`src/rtl/controlador_vendas.sv`:
```
// Vending-machine sales controller.
// Accepts coins into a 4-bit credit (R$0,25 units) and looks up the selected product's price
// in an external combinational memory. It then dispenses the product, returns change, or
// refunds on cancel or on idle timeout. All outputs come straight from registers.
//
// Handshake: every input strobe is a single-cycle pulse. It is sampled on the rising edge
// where it is high. Every output pulse is high for exactly one cycle. Its data output
// (produto_liberado, troco) is meaningful only while that pulse is high and reads 0 otherwise.
module controlador_vendas #(
    parameter int TIMEOUT = 1000
) (
    input  logic       clk,
    input  logic       reset,
    input  logic       moeda_valida,
    input  logic [1:0] moeda_tipo,
    input  logic       selecionar,
    input  logic [3:0] codigo_produto,
    input  logic       cancelar,
    output logic [3:0] codigo_consulta,
    input  logic [3:0] valor_preco,
    input  logic       produto_existe,
    output logic [3:0] credito,
    output logic       liberar_produto,
    output logic [3:0] produto_liberado,
    output logic [3:0] troco,
    output logic       troco_valido,
    output logic       moeda_rejeitada,
    output logic       erro_produto,
    output logic       credito_insuficiente,
    output logic [2:0] estado_dbg
);

    localparam logic [2:0] ESPERA   = 3'd0;
    localparam logic [2:0] CONSULTA = 3'd1;
    localparam logic [2:0] VERIFICA = 3'd2;
    localparam logic [2:0] LIBERA   = 3'd3;
    localparam logic [2:0] TROCO    = 3'd4;

    // Last idle count before the automatic refund fires.
    localparam logic [15:0] LIMITE = 16'(TIMEOUT - 1);

    logic [2:0]  estado;
    logic [3:0]  codigo;
    logic [3:0]  preco;
    logic        existe;
    logic [15:0] ocioso;

    logic [4:0]  valor_moeda;
    logic [4:0]  soma;
    logic        moeda_ok;
    logic        strobe;

    assign codigo_consulta = codigo;
    assign estado_dbg      = estado;
    assign strobe          = moeda_valida | selecionar | cancelar;

    // Coin decode; the 5-bit sum detects credit overflow without wrapping.
    always_comb begin
        valor_moeda = 5'd0;
        case (moeda_tipo)
            2'b00:   valor_moeda = 5'd1;
            2'b01:   valor_moeda = 5'd2;
            2'b10:   valor_moeda = 5'd4;
            default: valor_moeda = 5'd0;
        endcase
        soma     = {1'b0, credito} + valor_moeda;
        moeda_ok = (moeda_tipo != 2'b11) && (soma <= 5'd15);
    end

    // Idle counter: only runs while waiting with credit and no strobe; wraps to 0 when the refund fires.
    always_ff @(posedge clk or posedge reset) begin
        if (reset) begin
            ocioso <= 16'd0;
        end else if (estado == ESPERA && credito != 4'd0 && !strobe) begin
            ocioso <= (ocioso == LIMITE) ? 16'd0 : ocioso + 16'd1;
        end else begin
            ocioso <= 16'd0;
        end
    end

    // Main sales FSM with registered pulses and data outputs.
    always_ff @(posedge clk or posedge reset) begin
        if (reset) begin
            estado               <= ESPERA;
            credito              <= 4'd0;
            codigo               <= 4'd0;
            preco                <= 4'd0;
            existe               <= 1'b0;
            liberar_produto      <= 1'b0;
            produto_liberado     <= 4'd0;
            troco                <= 4'd0;
            troco_valido         <= 1'b0;
            moeda_rejeitada      <= 1'b0;
            erro_produto         <= 1'b0;
            credito_insuficiente <= 1'b0;
        end else begin
            liberar_produto      <= 1'b0;
            produto_liberado     <= 4'd0;
            troco                <= 4'd0;
            troco_valido         <= 1'b0;
            erro_produto         <= 1'b0;
            credito_insuficiente <= 1'b0;
            // A coin that cannot be accepted this cycle is handed straight back.
            moeda_rejeitada      <= moeda_valida &&
                                    (estado != ESPERA || selecionar || cancelar);

            case (estado)
                ESPERA: begin
                    if (cancelar) begin
                        if (credito != 4'd0) estado <= TROCO;
                    end else if (selecionar) begin
                        codigo <= codigo_produto;
                        estado <= CONSULTA;
                    end else if (moeda_valida) begin
                        if (moeda_ok) credito <= soma[3:0];
                        else          moeda_rejeitada <= 1'b1;
                    end else if (credito != 4'd0 && ocioso == LIMITE) begin
                        estado <= TROCO;
                    end
                end
                CONSULTA: begin
                    preco  <= valor_preco;
                    existe <= produto_existe;
                    estado <= VERIFICA;
                end
                VERIFICA: begin
                    if (!existe) begin
                        erro_produto <= 1'b1;
                        estado       <= ESPERA;
                    end else if (credito < preco) begin
                        credito_insuficiente <= 1'b1;
                        estado               <= ESPERA;
                    end else begin
                        estado <= LIBERA;
                    end
                end
                LIBERA: begin
                    liberar_produto  <= 1'b1;
                    produto_liberado <= codigo;
                    credito          <= credito - preco;
                    estado           <= (credito != preco) ? TROCO : ESPERA;
                end
                TROCO: begin
                    troco        <= credito;
                    troco_valido <= 1'b1;
                    credito      <= 4'd0;
                    estado       <= ESPERA;
                end
                default: estado <= ESPERA;
            endcase
        end
    end

endmodule

```
`config.mk`:
```
export PLATFORM = sky130hd
export DESIGN_NAME = controlador_vendas
export DESIGN_NICKNAME = d
export VERILOG_FILES = /design/src/rtl/controlador_vendas.sv
export SDC_FILE = /design/constraint.sdc
export NUM_CORES = 1
export LEC_CHECK = 0
export ABC_AREA = 0
export BUFFER_PORTS_ARGS = -buffer_cell sky130_fd_sc_hd__buf_4
export CORE_MARGIN = 2
export CORE_UTILIZATION = 30
export DETAILED_ROUTE_END_ITERATION = 6
export RECOVER_POWER = 100
export SETUP_SLACK_MARGIN = 0.02
export SYNTH_ARGS = -nofsm -noshare
export SYNTH_HDL_FRONTEND = slang
export SYNTH_SLANG_ARGS = --single-unit
```
`constraint.sdc`:
```
create_clock -name clk -period 1.8 [get_ports clk]
set_input_delay 0.18 -clock clk [delete_from_list [all_inputs] [get_ports clk]]
set_output_delay 0.18 -clock clk [all_outputs]
set_load 0.02 [all_outputs]
```
==> impl_metrics.json, run 1 <==
{
  "dieArea_um2": 7890,
  "vdd_drop_max_mv": 0.582,
  "slew_headroom_pct": 45.8,
  "crit_start": "credito[0]$_DFFE_PP0P_",
  "synth-main-ff-cell": "dfrtp_1",
  "place_congestion": 0.755,
  "worstReg2RegEnd": "estado_dbg[0]$_DFFE_PP0P_",
  "r2r_start": "credito[0]$_DFFE_PP0P_",
  "total_power_mw": 3.79,
  "outcome": "finished, violations left",
  "crit_end": "estado_dbg[0]$_DFFE_PP0P_",
  "crit_chain": "buf_4 > inv_1 > ha_2 > inv_2 > fa_2 > a21o_1 > a21oi_2 > nor2_2 > a21oi_1 > nor3_1",
  "drv_slew": 0,
  "cts_num_sinks": 45,
  "ys_ff_latch": 45,
  "max-cap-violations": 0,
  "fin_crit_sh_pct": 101,
  "violations": "negative setup slack",
  "drtIter0Drc": 88,
  "fp.coreArea_um2": 6870,
  "ff_latch_area_um2": 1130,
  "synth.distinct_cells": 35,
  "die_width_um": 88.8,
  "clock_skew_ns": 0.00810,
  "cp_data_arrival_time_ns": 2.01,
  "drive_gt1_share_pct": 22.7,
  "crit_path_top_delay_cell": "dfrtp_2",
  "antennaDiodeCount": 0,
  "route.vias.total": 1655,
  "netlist_top_cells_area": "dfrtp_1, nor2_1, ha_1, xor2_1, mux2_2",
  "clk_latency_ns": 0.30,
  "rows": 30,
  "drtAntennaViolNets": 0,
  "netlist_instances": 206,
  "firstDrtPassIters": 4,
  "track_usage_pct": 13.4,
  "wl_um": 4630,
  "power_density_nw_per_um2": 1380,
  "grt_overflow_total": 0,
  "utilization_pct": 40.0,
  "ff2ff_path_depth": 10,
  "hold_viol_final": 0,
  "dp_hpwl_um": 3550,
  "ff2ff_setup_slack_ns": -0.02,
  "grt_pass1_wl_um": 8050,
  "viasPerCell": 4.49,
  "yosysWarnings": 0,
  "antenna_found_initial": 0,
  "fill_cells": 735,
  "htree_levels": 2,
  "whs_ns": 0.0690,
  "initial_core_util_pct": 31.4,
  "worst_slew_pin_slew_ns": 0.812,
  "setup_viol": 2,
  "yosysTopAreaCellShare_pct": 52.2,
  "fin_crit_ns": 1.82,
  "syn-num-nets": 232,
  "die_h_um": 88.8,
  "slowest_delay_ns": 0.43,
  "syn_area_um2": 2160,
  "multi_input_comb_area_um2": 995,
  "hp-class": "in2reg",
  "wl_per_cell_um": 12.5,
  "drc": 0,
  "cts_root_buf": "clkbuf_8",
  "area_growth_pct": 27.3,
  "clk_transition_reported_paths_ns": 0.10,
  "endpoint_kind": "register",
  "grt_max_degree": 24,
  "required_ns": 1.99,
  "ios": 40,
  "postSynthAreaPerCell_um2": 10.5,
  "async_reset_ff_share_pct": 100,
  "crit_type": "reg2reg",
  "worstPathMaxFanout": 2,
  "rsz0062_at_grt": "yes",
  "ys_seq_area_share_pct": 52.2,
  "max_freq_ghz": 0.549,
  "leakagePower_nw": 1.23,
  "yosysTopAreaCell": "dfrtp_1",
  "start_kind": "register",
  "cts_tree": "yes",
  "setup_ws_ns": -0.0219,
  "cts.path.max_buffers": 2,
  "numCtsBuffers": 5,
  "synth_edf_count": 0,
  "grt_pass1_vias": 1650,
  "final_nets": 298,
  "port-buffer-count": 39
}
-- state kept, by name (all words and copies together) (netlist names) --
name,flops
estado_dbg,3
liberar_produto,1
credito_insuficiente,1
ocioso,16
erro_produto,1
existe,1
produto_liberado,4
troco_valido,1
preco,4
moeda_rejeitada,1
credito,4
codigo_consulta,4
troco,4
-- cell families (layout without fill, tap and decap cells) --
family	Yosys count	in the layout	share of synthesized area, %
flip-flops	45	45	52.2
adder cells (fa/ha/maj)	10	10	6.49
multiplexers	6	6	3.13
XOR/XNOR	17	17	6.90
AO/OA/AOI/OAI	25	25	7.42
AND/OR/NAND/NOR	89	89	20.7
buffers and inverters	14	81	3.19
-- layout by cell type (no fill, tap or decap), drive strengths merged, types with 2 or more instances in the layout --
cell	count
clkbuf	35
nor3	6
nor2b	3
and4	2
nand3b	2
mux2	6
buf	31
a31oi	2
nand4	3
inv	12
a21o	3
ha	8
xor2	11
o21ai	3
nor2	30
xnor2	6
a22oi	3
or4	2
a21oi	10
nand2	16
and3	4
fa	2
nand3	8
and2	9
dfrtp	45
-- per-stage QoR --
| step | cells | area (um2) | setup slack [ns] | setup TNS (ns) |
|---|---|---|---|---|
| floorplan | 206 | 2190 | -0.104 | -0.104 |
| global placement | 358 | 2730 | -0.00801 | -0.0147 |
| detailed placement | 358 | 2730 | -0.0472 | -0.160 |
| CTS | 368 | 2850 | -0.0144 | -0.0392 |
| global route | 369 | 2750 | -0.120 | -0.650 |
| finish | 369 | 2750 | -0.0219 | -0.0324 |
-- routing by layer --
| metal | wire length (um) | vias up | track usage, % |
|---|---|---|---|
| li1 | - | 828 | - |
| met4 | 0 | 0 | 3.31 |
| met5 | 0 | - | 0 |
| met1 | 2310 | 792 | 19.4 |
| met2 | 2140 | 35 | 20.1 |
| met3 | 180 | 0 | 3.36 |
-- layout make-up --
class,instances,area share (%)
Multi-Input combinational cell,147,36.2
Sequential cell,45,41.1
Clock buffer,5,2.50
Clock inverter,3,0.911
Tap cell,96,4.37
Timing Repair Buffer,62,13.4
Inverter,11,1.50
-- what timing repair did --
item	CTS	global route
gates cloned	0	0
hold buffers	1	0
pin swaps	3	3
setup endpoints to repair	5	6
setup buffers	1	1
endpoints found under the hold margin	22	0
gates resized for setup	2	4
-- worst max-delay path, delay by kind of cell, from the launching register on --
kind / cells / cell delay, ns
adders and majority gates: 2 / 0.51
DFF: 1 / 0.43
and+or+nand+nor: 2 / 0.11
AOI/OAI and AO/OA: 3 / 0.43
buffers and inverters: 3 / 0.23
-- synth_stat cells (4+ instances only) --
| master | instances |
|---|---|
| a21oi_1 | 10 |
| and2_1 | 9 |
| and3_1 | 4 |
| dfrtp_1 | 45 |
| ha_1 | 8 |
| inv_1 | 10 |
| mux2_2 | 6 |
| nand2_1 | 16 |
| nand3_1 | 8 |
| nor2_1 | 30 |
| nor3_1 | 5 |
| xnor2_1 | 6 |
| xor2_1 | 11 |
-- report_power, final --
group / switching, mW / internal (mW)
combinational: 0.953 / 0.768
clock: 0.387 / 0.284
sequential: 0.156 / 1.24
total: 1.50 / 2.29
-- how the worst min path moves through the flow --
stage                      start                             end  slack (ns)  cells past startpoint
6_report          valor_preco[3]            preco[3]$_DFFE_PP0P_        0.07                      3
5_1_grt        codigo_produto[0]  codigo_consulta[0]$_DFFE_PP0P_        0.08                      2
4_1_cts           valor_preco[2]            preco[2]$_DFFE_PP0P_        0.07                      3
3_5_place_dp               reset       liberar_produto$_DFF_PP0_        0.25                      2
3_3_place_gp               reset       liberar_produto$_DFF_PP0_        0.25                      2
2_1_floorplan     valor_preco[1]            preco[1]$_DFFE_PP0P_        0.30                      2
Power figures use the tool's default switching activity.
==> run 2: changes to the inputs <==
--- a/config.mk
+++ b/config.mk
@@ -8,5 +8,4 @@
 export ABC_AREA = 0
 export BUFFER_PORTS_ARGS = -buffer_cell sky130_fd_sc_hd__buf_4
-export CORE_MARGIN = 2
 export CORE_UTILIZATION = 30
 export DETAILED_ROUTE_END_ITERATION = 6
==> constraint.sdc (replaced) <==
create_clock -name clk -period 1.7 [get_ports clk]
set_input_delay 0.17 -clock clk [delete_from_list [all_inputs] [get_ports clk]]
set_output_delay 0.17 -clock clk [all_outputs]
set_load 0.05 [all_outputs]
==> run 2 against run 1 <==
The run still ends with negative setup slack left. Design area rose by 2.2%. Sequential power increased by 9%. Clock skew rose by 0.0029 ns. Hold slack worse by 0.011 ns. Global-route usage is 0.091 points higher. Via count grew 2.8%. Routed wire length rose by 1.7%. Fmax increased by 0.63%. First-iteration DRC count is 4.5% lower. Flip-flop and latch count is the same. Critical endpoint is now credito[2]$_DFFE_PP0P_. Largest cell class unchanged.
==> impl_metrics.json, run 2 (same netlist as run 1, synthesis figures left out) <==
{
  "outcome": "finished, violations left",
  "violations": "negative setup slack",
  "leakagePower_nw": 1.27,
  "endpoint_kind": "register",
  "die_width_um": 86.8,
  "worstPathMaxFanout": 7,
  "largest_register": "ocioso",
  "power_density_nw_per_um2": 1580,
  "hold_buffers": 0,
  "clock_skew_ns": 0.0110,
  "area_growth_pct": 30.1,
  "firstDrtPassIters": 4,
  "design_area_um2": 2810,
  "drtIter0Drc": 84,
  "hp-class": "in2reg",
  "cts_num_sinks": 45,
  "viasPerCell": 4.54,
  "final_nets": 304,
  "route.vias.total": 1701,
  "ff_latch_area_um2": 1130,
  "grt_pass1_vias": 1675,
  "tns_ns": -0.686,
  "max_freq_ghz": 0.552,
  "initial_core_util_pct": 31.4,
  "grt_pass1_wl_um": 7840,
  "fp.coreArea_um2": 6870,
  "dp_hpwl_um": 3480,
  "required_ns": 1.93,
  "place_inst": 364,
  "wl_per_cell_um": 12.6,
  "antennaDiodeCount": 0,
  "numCtsBuffers": 5,
  "largest_reg_flops": 16,
  "htree_levels": 2,
  "fin_crit_ns": 1.81,
  "drtAntennaViolNets": 0,
  "start_kind": "register",
  "drc": 0,
  "ios": 40,
  "max-cap-violations": 0,
  "cts.path.max_buffers": 2,
  "finalNonFillerCells": 375,
  "antenna_found_initial": 0,
  "setup_ws_ns": -0.110,
  "place_ws_ns": -0.167,
  "place_area_um2": 2770,
  "vdd_drop_max_mv": 0.753,
  "setup_viol": 21,
  "rsz0062_at_grt": "yes",
  "crit_type": "reg2reg",
  "track_usage_pct": 13.5,
  "drive_gt1_share_pct": 27.2,
  "place_congestion": 0.748,
  "drv_slew": 0,
  "dieArea_um2": 7540,
  "cp_data_arrival_time_ns": 2.04,
  "hold_viol_final": 0,
  "clk_transition_reported_paths_ns": 0.09,
  "clk_latency_ns": 0.30,
  "grt_max_degree": 46,
  "die_h_um": 86.8,
  "fill_cells": 706,
  "cts_root_buf": "clkbuf_8",
  "final_common_cell": "dfrtp_1",
  "slew_headroom_pct": 25.8,
  "cts_tree": "yes",
  "rows": 30,
  "fin_crit_sh_pct": 106,
  "grt_overflow_total": 0,
  "port-buffer-count": 39,
  "final_cell_mix": "dfrtp_1, buf_4, nor2_1, clkbuf_1, nand2_1",
  "wl_um": 4710,
  "worst_slew_pin_slew_ns": 1.11,
  "multi_input_comb_area_um2": 1000
}
## run 2: changes by cell type in the layout (fill, tap and decap cells not counted), sizes merged
cell         previous run  this run
buf                    31        40
dlygate4sd3             1         0
clkinv                  1         3
inv                    12        10
clkbuf                 35        33
## run 2: worst max-delay path, stage by stage (launching register included)
cell and delay [ns]:
dfrtp_2 0.44, ha_4 0.17, fa_2 0.34, a21o_1 0.17, a22oi_2 0.14, a41o_2 0.22
buf_6 0.12, nor2_1 0.04, a21oi_1 0.11
## run 2: final timing paths
kind                                         from                   endpoint  slack, ns  cells past startpoint
max                        credito[0]$_DFFE_PP0P_     credito[2]$_DFFE_PP0P_      -0.11                      8
min                                valor_preco[1]       preco[1]$_DFFE_PP0P_       0.06                      3
max reg2reg                credito[0]$_DFFE_PP0P_     credito[2]$_DFFE_PP0P_      -0.11                      8
min reg2reg                    existe$_DFFE_PP0P_     erro_produto$_DFF_PP0_       0.48                      1
max in group asynchronous                   reset  estado_dbg[2]$_DFFE_PP0P_       0.74                      3
min in group asynchronous                   reset  liberar_produto$_DFF_PP0_       0.21                      3
## run 2: routing by layer
metal,global-route usage (%),share of wire (%),vias to the layer above,routed length (um)
met5,0,0,-,0
met2,21.1,46,30,2150
met3,2.95,3.1,7,144
li1,-,-,839,-
met4,4.55,1.3,0,60
met1,18.5,50,825,2350
## run 2: cell type report
type	count	area share, %
Sequential cell	45	40.3
Multi-Input combinational cell	147	35.7
Timing Repair Buffer	68	14.9
Tap cell	96	4.28
Clock buffer	5	2.45
Inverter	11	1.56
Clock inverter	3	0.758
## run 2: where the power goes
part           switching (mW)  total [mW]  internal (mW)  leakage (nW)
logic                    1.41        2.25          0.841         0.635
registers               0.196        1.51           1.32         0.588
clock network           0.386       0.678          0.292        0.0445
## run 2: what timing repair did
action / CTS / global route
pin swaps: 9 / 5
gates resized for setup: 7 / 1
buffers inserted: 3 / 0
setup endpoints to repair: 7 / 25
hold endpoints to repair: 0 / 0
## run 2: stage by stage
stage                     utilization, %  total power [mW]  hold WS (ns)
after detailed placement            40.3              3.84         0.358
final                               40.9              4.44        0.0577
after CTS                           42.2              4.63        0.0208
after global placement              40.3              3.80         0.355
after global routing                40.9              4.74        0.0690
after floorplan                        -              3.04         0.287
